--- src/rtl/sls_sequencer.sv ---
// Multi-cycle load/store sequencer for addressing-mode-2/3 transfers (byte, half, word, doubleword).
// Define SLS_ALIGN_CHECK_EN to add alignment-fault detection and the abort output.
module sls_sequencer #(
    parameter int ADDR_W    = 32,
    parameter int DW_STRIDE = 4
) (
    input  logic              clk,
    input  logic              rst_n,
    input  logic              start,
    input  logic [31:0]       ir,
    input  logic [ADDR_W-1:0] addr,
    input  logic [31:0]       st_data,
    input  logic [31:0]       st_data_hi,
    output logic              busy,
    output logic              done,
    output logic [31:0]       ld_data,
    output logic [31:0]       ld_data_hi,
    output logic              mem_req,
    output logic              mem_rw,
    output logic [ADDR_W-1:0] mem_addr,
    output logic [3:0]        mem_be,
    output logic [31:0]       mem_wdata,
`ifdef SLS_ALIGN_CHECK_EN
    output logic              abort,
`endif
    input  logic [31:0]       mem_rdata,
    input  logic              mem_moc
);

    localparam logic [1:0] S_IDLE = 2'd0;
    localparam logic [1:0] S_ACC0 = 2'd1;
    localparam logic [1:0] S_ACC1 = 2'd2;
    localparam logic [1:0] S_FIN  = 2'd3;

    localparam logic [1:0] K_BYTE  = 2'd0;
    localparam logic [1:0] K_HALF  = 2'd1;
    localparam logic [1:0] K_WORD  = 2'd2;
    localparam logic [1:0] K_DWORD = 2'd3;

    logic [1:0]        state_q, state_d;
    logic [1:0]        kind_q, kind_d;
    logic              sgn_q, sgn_d;
    logic [31:0]       hi_q, hi_d;
    logic              mem_req_q, mem_req_d;
    logic              mem_rw_q, mem_rw_d;
    logic [ADDR_W-1:0] mem_addr_q, mem_addr_d;
    logic [3:0]        mem_be_q, mem_be_d;
    logic [31:0]       mem_wdata_q, mem_wdata_d;
    logic [31:0]       ld_q, ld_d;
    logic [31:0]       ld_hi_q, ld_hi_d;
`ifdef SLS_ALIGN_CHECK_EN
    logic              abort_q, abort_d;
`endif

    logic        dec_valid;
    logic [1:0]  dec_kind;
    logic        dec_sgn;
    logic        dec_read;
    logic        fault;
    logic [3:0]  lane_be;
    logic [31:0] lane_wdata;
    logic [7:0]  rd_byte;
    logic [15:0] rd_half;
    logic [31:0] rd_ext;
    logic        unused_ir;

    assign unused_ir = ^{ir[31:28], ir[24:23], ir[21], ir[19:8], ir[3:0]};

    always_comb begin
        dec_valid = 1'b0;
        dec_kind  = K_WORD;
        dec_sgn   = 1'b0;
        dec_read  = ir[20];
        if (ir[27:26] == 2'b01) begin
            dec_valid = 1'b1;
            dec_kind  = ir[22] ? K_BYTE : K_WORD;
        end else if (ir[27:25] == 3'b000 && ir[7] && ir[4]) begin
            // With L=0, SH=10/11 are the doubleword load/store rather than signed loads
            case (ir[6:5])
                2'b01: begin
                    dec_valid = 1'b1;
                    dec_kind  = K_HALF;
                end
                2'b10: begin
                    dec_valid = 1'b1;
                    dec_kind  = ir[20] ? K_BYTE : K_DWORD;
                    dec_sgn   = ir[20];
                    dec_read  = 1'b1;
                end
                2'b11: begin
                    dec_valid = 1'b1;
                    dec_kind  = ir[20] ? K_HALF : K_DWORD;
                    dec_sgn   = ir[20];
                end
                default: dec_valid = 1'b0;
            endcase
        end
    end

`ifdef SLS_ALIGN_CHECK_EN
    always_comb begin
        case (dec_kind)
            K_HALF:  fault = addr[0];
            K_WORD:  fault = (addr[1:0] != 2'b00);
            K_DWORD: fault = (addr[2:0] != 3'b000);
            default: fault = 1'b0;
        endcase
    end
`else
    assign fault = 1'b0;
`endif

    always_comb begin
        case (dec_kind)
            K_BYTE: begin
                lane_be    = 4'b0001 << addr[1:0];
                lane_wdata = {4{st_data[7:0]}};
            end
            K_HALF: begin
                lane_be    = addr[1] ? 4'b1100 : 4'b0011;
                lane_wdata = {2{st_data[15:0]}};
            end
            default: begin
                lane_be    = 4'b1111;
                lane_wdata = st_data;
            end
        endcase
    end

    // Lane extraction uses the latched address, which is unchanged during the first beat
    always_comb begin
        rd_byte = mem_rdata[{mem_addr_q[1:0], 3'b000} +: 8];
        rd_half = mem_addr_q[1] ? mem_rdata[31:16] : mem_rdata[15:0];
        case (kind_q)
            K_BYTE:  rd_ext = {{24{sgn_q & rd_byte[7]}}, rd_byte};
            K_HALF:  rd_ext = {{16{sgn_q & rd_half[15]}}, rd_half};
            default: rd_ext = mem_rdata;
        endcase
    end

    always_comb begin
        state_d     = state_q;
        kind_d      = kind_q;
        sgn_d       = sgn_q;
        hi_d        = hi_q;
        mem_req_d   = mem_req_q;
        mem_rw_d    = mem_rw_q;
        mem_addr_d  = mem_addr_q;
        mem_be_d    = mem_be_q;
        mem_wdata_d = mem_wdata_q;
        ld_d        = ld_q;
        ld_hi_d     = ld_hi_q;
`ifdef SLS_ALIGN_CHECK_EN
        abort_d     = abort_q;
`endif
        case (state_q)
            S_IDLE: begin
                if (start) begin
                    if (dec_valid && !fault) begin
                        state_d     = S_ACC0;
                        kind_d      = dec_kind;
                        sgn_d       = dec_sgn;
                        hi_d        = st_data_hi;
                        mem_req_d   = 1'b1;
                        mem_rw_d    = dec_read;
                        mem_addr_d  = addr;
                        mem_be_d    = lane_be;
                        mem_wdata_d = lane_wdata;
                    end else begin
                        state_d = S_FIN;
`ifdef SLS_ALIGN_CHECK_EN
                        abort_d = dec_valid;
`endif
                    end
                end
            end
            S_ACC0: begin
                if (mem_moc) begin
                    if (mem_rw_q) begin
                        ld_d = rd_ext;
                    end
                    if (kind_q == K_DWORD) begin
                        state_d     = S_ACC1;
                        mem_addr_d  = mem_addr_q + ADDR_W'(DW_STRIDE);
                        mem_wdata_d = hi_q;
                    end else begin
                        state_d   = S_FIN;
                        mem_req_d = 1'b0;
                    end
                end
            end
            S_ACC1: begin
                if (mem_moc) begin
                    if (mem_rw_q) begin
                        ld_hi_d = mem_rdata;
                    end
                    state_d   = S_FIN;
                    mem_req_d = 1'b0;
                end
            end
            default: begin
                state_d = S_IDLE;
`ifdef SLS_ALIGN_CHECK_EN
                abort_d = 1'b0;
`endif
            end
        endcase
    end

    always_ff @(posedge clk or negedge rst_n) begin
        if (!rst_n) begin
            state_q     <= S_IDLE;
            kind_q      <= K_WORD;
            sgn_q       <= 1'b0;
            hi_q        <= '0;
            mem_req_q   <= 1'b0;
            mem_rw_q    <= 1'b0;
            mem_addr_q  <= '0;
            mem_be_q    <= '0;
            mem_wdata_q <= '0;
            ld_q        <= '0;
            ld_hi_q     <= '0;
`ifdef SLS_ALIGN_CHECK_EN
            abort_q     <= 1'b0;
`endif
        end else begin
            state_q     <= state_d;
            kind_q      <= kind_d;
            sgn_q       <= sgn_d;
            hi_q        <= hi_d;
            mem_req_q   <= mem_req_d;
            mem_rw_q    <= mem_rw_d;
            mem_addr_q  <= mem_addr_d;
            mem_be_q    <= mem_be_d;
            mem_wdata_q <= mem_wdata_d;
            ld_q        <= ld_d;
            ld_hi_q     <= ld_hi_d;
`ifdef SLS_ALIGN_CHECK_EN
            abort_q     <= abort_d;
`endif
        end
    end

    assign busy       = (state_q != S_IDLE);
    assign done       = (state_q == S_FIN);
    assign mem_req    = mem_req_q;
    assign mem_rw     = mem_rw_q;
    assign mem_addr   = mem_addr_q;
    assign mem_be     = mem_be_q;
    assign mem_wdata  = mem_wdata_q;
    assign ld_data    = ld_q;
    assign ld_data_hi = ld_hi_q;
`ifdef SLS_ALIGN_CHECK_EN
    assign abort      = abort_q;
`endif

endmodule

--- config.mk ---
export PLATFORM = sky130hd
export DESIGN_NAME = sls_sequencer
export DESIGN_NICKNAME = d
export VERILOG_FILES = /design/src/rtl/sls_sequencer.sv
export SDC_FILE = /design/constraint.sdc
export NUM_CORES = 1
export LEC_CHECK = 0
export BUFFER_PORTS_ARGS = -buffer_cell sky130_fd_sc_hd__buf_4
export CAP_MARGIN = 20
export CORE_MARGIN = 2
export CORE_UTILIZATION = 55
export DETAILED_ROUTE_END_ITERATION = 7
export PLACE_DENSITY_LB_ADDON = 0.15
export SETUP_SLACK_MARGIN = 0.1
export SLEW_MARGIN = 10
export SYNTH_ARGS = -nofsm -noshare
export SYNTH_HDL_FRONTEND = slang
export SYNTH_SLANG_ARGS = --single-unit
--- constraint.sdc ---
create_clock -name clk -period 2.8 [get_ports clk]
set_input_delay 0.28 -clock clk [delete_from_list [all_inputs] [get_ports clk]]
set_output_delay 0.28 -clock clk [all_outputs]
set_load 0.02 [all_outputs]
==> results of run 1 <==
-- worst min path at each step --
stage / from / endpoint / cells after the start
CTS: st_data_hi[0] / hi_q[0]$_DFFE_PN0P_ / 3
global placement: rst_n / mem_addr[15]$_DFFE_PN0P_ / 1
floorplan: rst_n / hi_q[0]$_DFFE_PN0P_ / 0
detailed placement: rst_n / mem_addr[15]$_DFFE_PN0P_ / 1
finish: st_data_hi[7] / hi_q[7]$_DFFE_PN0P_ / 3
global route: st_data_hi[22] / hi_q[22]$_DFFE_PN0P_ / 3
-- registers in the layout, summed over array words and instances, names as in the netlist, 2 cells and up --
register and count:
ld_data 32, kind_q 2, mem_be 4, mem_addr 32
ld_data_hi 32, mem_wdata 32, state_q 2, hi_q 32
-- cells by family after synthesis --
logic type,count (synthesis),synth area share
AO/OA/AOI/OAI,226,0.162
adder cells (fa/ha/maj),5,0.00714
buffers and inverters,79,0.0368
flip-flops,171,0.488
multiplexers,91,0.121
AND/OR/NAND/NOR,331,0.184
-- per-stage QoR --
step | cell area, µm² | instances
5_1_grt | 11700 | 1384
3_3_place_gp | 11100 | 1352
3_5_place_dp | 11100 | 1352
2_1_floorplan | 8760 | 903
6_report | 11700 | 1384
4_1_cts | 11700 | 1384
-- tightest hold or removal path, cell delays in order --
cell and delay, ns:
buf_4 0.07, nand2_1 0.04, nand2_1 0.04
-- Yosys cell counts, types with 12 or more instances --
cell and n:
o22ai_1 31, nand2_1 165, a21oi_1 70, buf_2 12
o21ai_0 49, clkbuf_1 53, nand3_1 55, dfrtp_1 170
mux2_2 40, nor2_1 31, mux2i_1 43, nand4_1 20
-- final cells by class --
cell class,instances,area [µm²]
inverters,11,41.3
flip-flops and latches,171,4280
fillers,1214,3990
well taps,216,270
repair buffers,302,2340
clock inverters,13,190
multi-input cells,653,4170
clock buffers,18,429
-- routing by layer --
layer | routed length, µm | GRT usage | part of all wire | up-vias
met4 | 923 | 0.131 | 0.035 | 0
met3 | 2090 | 0.0681 | 0.079 | 61
met5 | 0 | 0 | 0 | -
met2 | 12500 | 0.497 | 0.48 | 358
met1 | 10800 | 0.407 | 0.41 | 3982
li1 | - | - | - | 3785
-- power by group through the flow --
stage | registers, W | logic (W) | clock network, W
floorplan | 0.00564 | 0.00310 | 0
global placement | 0.00456 | 0.00684 | 0
detailed placement | 0.00461 | 0.00701 | 0
CTS | 0.00458 | 0.00705 | 0.00255
global route | 0.00476 | 0.00760 | 0.00265
finish | 0.00460 | 0.00703 | 0.00253
==> results_dict.tcl, run 1 <==
set metrics [dict create \
    status "finished clean" \
    grt_pass1_vias 7812 \
    die_y_um 130 \
    arrival_ns 2.67 \
    power_density_nw_per_um2 1210 \
    post-route-drc-count 0 \
    required_ns 3.15 \
    startpoint_type "flop" \
    grt_max_degree 60 \
    avgSynthCellArea_um2 9.71 \
    utilization 0.746 \
    worst_skew_pair.late_latency_ns 0.43 \
    path_common_cell "a21oi_1" \
    cts-htree-levels 4 \
    combPwrFrac 0.497 \
    p_int_w 0.00819 \
    hp-class "primary input to flop" \
    wirelength_mm 26.4 \
    end_kind "flop" \
    drt-initial-drc-count 568 \
    setup.worst_path.end "mem_addr[5]$_DFFE_PN0P_" \
    r2r-start "state_q[1]$_DFFE_PN0P_" \
    cp_slowest_stage_delay_ns 0.45 \
    worst_clock_skew_ns 0.0113 \
    syn_area_um2 8760 \
    worst-path-stages 8 \
    synthFlopType "dfrtp_1" \
    synth_cells 903 \
    routedWlPerCell_um 19.1 \
    cts_made_buffers 17 \
    whs_ns 0.0324 \
    final_common_cell "buf_4" \
    num_antenna_cells 0 \
    rows 46 \
    yosysTopAreaCell "dfrtp_1" \
    fmax_mhz 431 \
    max_slew_margin 0.313 \
    worstSetupPathType "flop to flop" \
    hold_buffers 1 \
    start_util 0.558 \
    rsz0062_at_grt "no" \
    p_leak_nw 5.61 \
    timing.max_cap.violations 0 \
    crit_buf_inv 2 \
    clkSinkCount 171 \
    final_cell_mix "295 x buf_4, 170 x dfrtp_1, 165 x nand2_1" \
    seq_area_frac_synth 0.488 \
    ios 300 \
    fin_nets 1325 \
    cts_resized 0 \
    coreArea_um2 15700 \
    critPathTopFamily "compound AO/OA/AOI/OAI gates" \
    path_cells "inv_1 > ha_1 > mux2i_1 > a21oi_1 > and2_2 > buf_4 > o22ai_1 > a21oi_1" \
    finalSetupViolCount 0 \
    gp_congestion 0.887 \
    p_sw_frac 0.422 \
    synthArstFlopShare 1.00 \
    setup_tns_ns 0 \
    grt-ovfl-total 0 \
    path_max_fanout 16 \
    drive_above_1_share 0.347 \
    drv_slew 0 \
    finalPower_w 0.0142 \
    r2r_cells 8 \
    ant_nets 0 \
    ys_types 57 \
    critPathLaunch "state_q[1]$_DFFE_PN0P_" \
    yosysTopAreaCellShare 0.485 \
    dieWidth_um 130 \
    period_needed_ns 2.32 \
    synth_edf_count 0 \
    grt_util_all_layers 0.309 \
    dr.pass1.iters 5 \
    ys_ff_latch 171 \
    grt_pass1_wl_mm 40.5 \
    setup_ws_ns 0.479 \
    worst_path_max_delay_cell "and2_2" \
    power.share.clock 0.179 \
    area_growth_pct 33.7 \
    clockRootBuffer "clkbuf_16" \
    routed-via-count 8186 \
    net-switching-power_w 0.00598 \
    io_buffer_count 276 \
    seqPwrFrac 0.325 \
    grt_antenna_before_repair 0 \
    postCtsSetupBuffers 0 \
    clockBufferDepth 2 \
    hpwl_mm 18.4 \
    timing.final.crit_share 0.829 \
    cts_tree "yes" \
    synth_area_leaders "dfrtp_1 49%, nand2_1 7.1%, mux2_2 5.1%" \
    viasPerCell 5.91 \
    r2r_setup_slack_ns 0.48 \
    synth_warnings 0 \
    synthesis.nets 1072 \
    hold_viol_final 0 \
    post-place-ws_ns 0.406 \
    timing.rr.end "mem_addr[5]$_DFFE_PN0P_" \
    dieArea_um2 17000 \
    clkTransAtPathRegs_ns 0.07 \
    ir_drop_uv 558 \
    worst_slew_pin_slew_ns 1.03 \
]
Power figures use the tool's default switching activity.
==> inputs of run 2 (changes only) <==
Settings changed: CORE_UTILIZATION 55 to 46.
Clock period 2.8 ns to 2 ns, I/O delays scaled along.
==> results_dict.tcl, run 2 (synthesis results as in run 1) <==
set metrics [dict create \
    grt_antenna_before_repair 0 \
    grt_pass1_wl_mm 43.0 \
    worst_slew_pin_slew_ns 0.553 \
    gp_congestion 0.825 \
    placed_area_um2 11400 \
    grt_max_degree 69 \
    p_leak_nw 6.00 \
    hp-class "primary input to flop" \
    clockBufferDepth 2 \
    critPathTopFamily "flip-flops" \
    cts_tree "yes" \
    drive_above_1_share 0.374 \
    worst_skew_pair.late_latency_ns 0.42 \
    critPathLaunch "state_q[0]$_DFFE_PN0P_" \
    routed-via-count 8363 \
    required_ns 2.30 \
    drt-initial-drc-count 598 \
    start_util 0.469 \
    routedWlPerCell_um 18.8 \
    cp_slowest_stage_delay_ns 0.42 \
    status "finished clean" \
    path_max_fanout 21 \
    dieArea_um2 20200 \
    num_antenna_cells 0 \
    setup_tns_ns 0 \
    dieWidth_um 142 \
    fmax_mhz 542 \
    coreArea_um2 18700 \
    post-route-drc-count 0 \
    grt_util_all_layers 0.271 \
    worst_path_max_delay_cell "dfrtp_2" \
    rsz0062_at_grt "yes" \
    drv_slew 0 \
    grt-ovfl-total 0 \
    clockRootBuffer "clkbuf_16" \
    post-place-ws_ns 0.0647 \
    min_from "mem_rdata[3]" \
    final_common_cell "buf_4" \
    clkSinkCount 171 \
    max_slew_margin 0.628 \
    finalSetupViolCount 0 \
    dr.pass1.iters 5 \
    cts_made_buffers 17 \
    power_density_nw_per_um2 1620 \
    ios 300 \
    io_buffer_count 276 \
    r2r-start "state_q[0]$_DFFE_PN0P_" \
    worst_clock_skew_ns 0.0126 \
    cts-htree-levels 4 \
    setup_ws_ns 0.154 \
    hold_viol_final 0 \
    final_cell_mix "325 x buf_4, 164 x dfrtp_1, 163 x nand2_1" \
    end_kind "flop" \
    worstSetupPathType "flop to flop" \
    crit_buf_inv 2 \
    clkTransAtPathRegs_ns 0.07 \
    final.fill_count 1552 \
    wirelength_mm 27.8 \
    grt_pass1_vias 7990 \
    ant_nets 0 \
    utilization 0.671 \
    path_cells "inv_1 > ha_1 > mux2i_1 > a21oi_2 > and2_4 > buf_12 > nand4_1 > o311a_1" \
    rows 50 \
    viasPerCell 5.68 \
    timing.final.crit_share 0.923 \
    area_growth_pct 43.2 \
    fin_nets 1396 \
    ir_drop_uv 734 \
    arrival_ns 2.15 \
    hpwl_mm 19.2 \
    period_needed_ns 1.85 \
    timing.max_cap.violations 0 \
    die_y_um 142 \
    stdcell_area_um2 12600 \
    startpoint_type "flop" \
]
## run 2: power breakdown
group	total, W	leakage (nW)	internal [W]	switching (W)
Sequential	0.00636	2.06	0.00519	0.00117
Combinational	0.0106	3.64	0.00466	0.00590
Clock	0.00347	0.296	0.00205	0.00142
Total	0.0204	6.00	0.0119	0.00849
## run 2: what timing repair did
action / in CTS / in global routing
setup buffers: 1 / 6
setup endpoints to repair: 10 / 84
resized for setup: 1 / 22
hold buffers: 33 / 0
endpoints found under the hold margin: 174 / 0
cloned: 0 / 2
pin swaps: 0 / 9
## run 2: final cells by class
class                      instances  area [µm²]  area share
clock inverter                    11         160      0.0128
timing repair buffer             373        3040       0.242
clock buffer                      20         457      0.0364
tap                              234         293      0.0233
inverter                          11        41.3     0.00329
sequential                       171        4290       0.342
multi-input combinational        653        4280       0.341
## run 2: final timing paths
| path | end | cells after the start | slack, ns |
|---|---|---|---|
| setup / recovery | mem_addr[22]$_DFFE_PN0P_ | 8 | 0.15 |
| hold / removal | ld_data_hi[3]$_DFFE_PN0P_ | 2 | 0.03 |
| setup reg to reg | mem_addr[22]$_DFFE_PN0P_ | 8 | 0.15 |
| hold reg to reg | hi_q[20]$_DFFE_PN0P_ | 2 | 0.48 |
| max in group asynchronous | kind_q[1]$_DFFE_PN1P_ | 3 | 1.12 |
| min in group asynchronous | mem_addr[16]$_DFFE_PN0P_ | 2 | 0.19 |
## run 2: metrics by stage
stage / power, W / hold slack (ns) / instances
after global routing: 0.0216 / 0.0162 / 1473
after floorplan: 0.0123 / -0.0956 / 903
after CTS: 0.0203 / 0.0134 / 1465
after global placement: 0.0164 / 0.0664 / 1400
after detailed placement: 0.0167 / 0.0664 / 1400
final: 0.0204 / 0.0342 / 1473
## run 2: metal layers
layer  up-vias  GRT usage  wire (µm)
li1       3938          -          -
met1      4039      0.371      12000
met2       337      0.427      13000
met3        49     0.0569       1820
met4         0     0.0984        844
met5         -          0          0
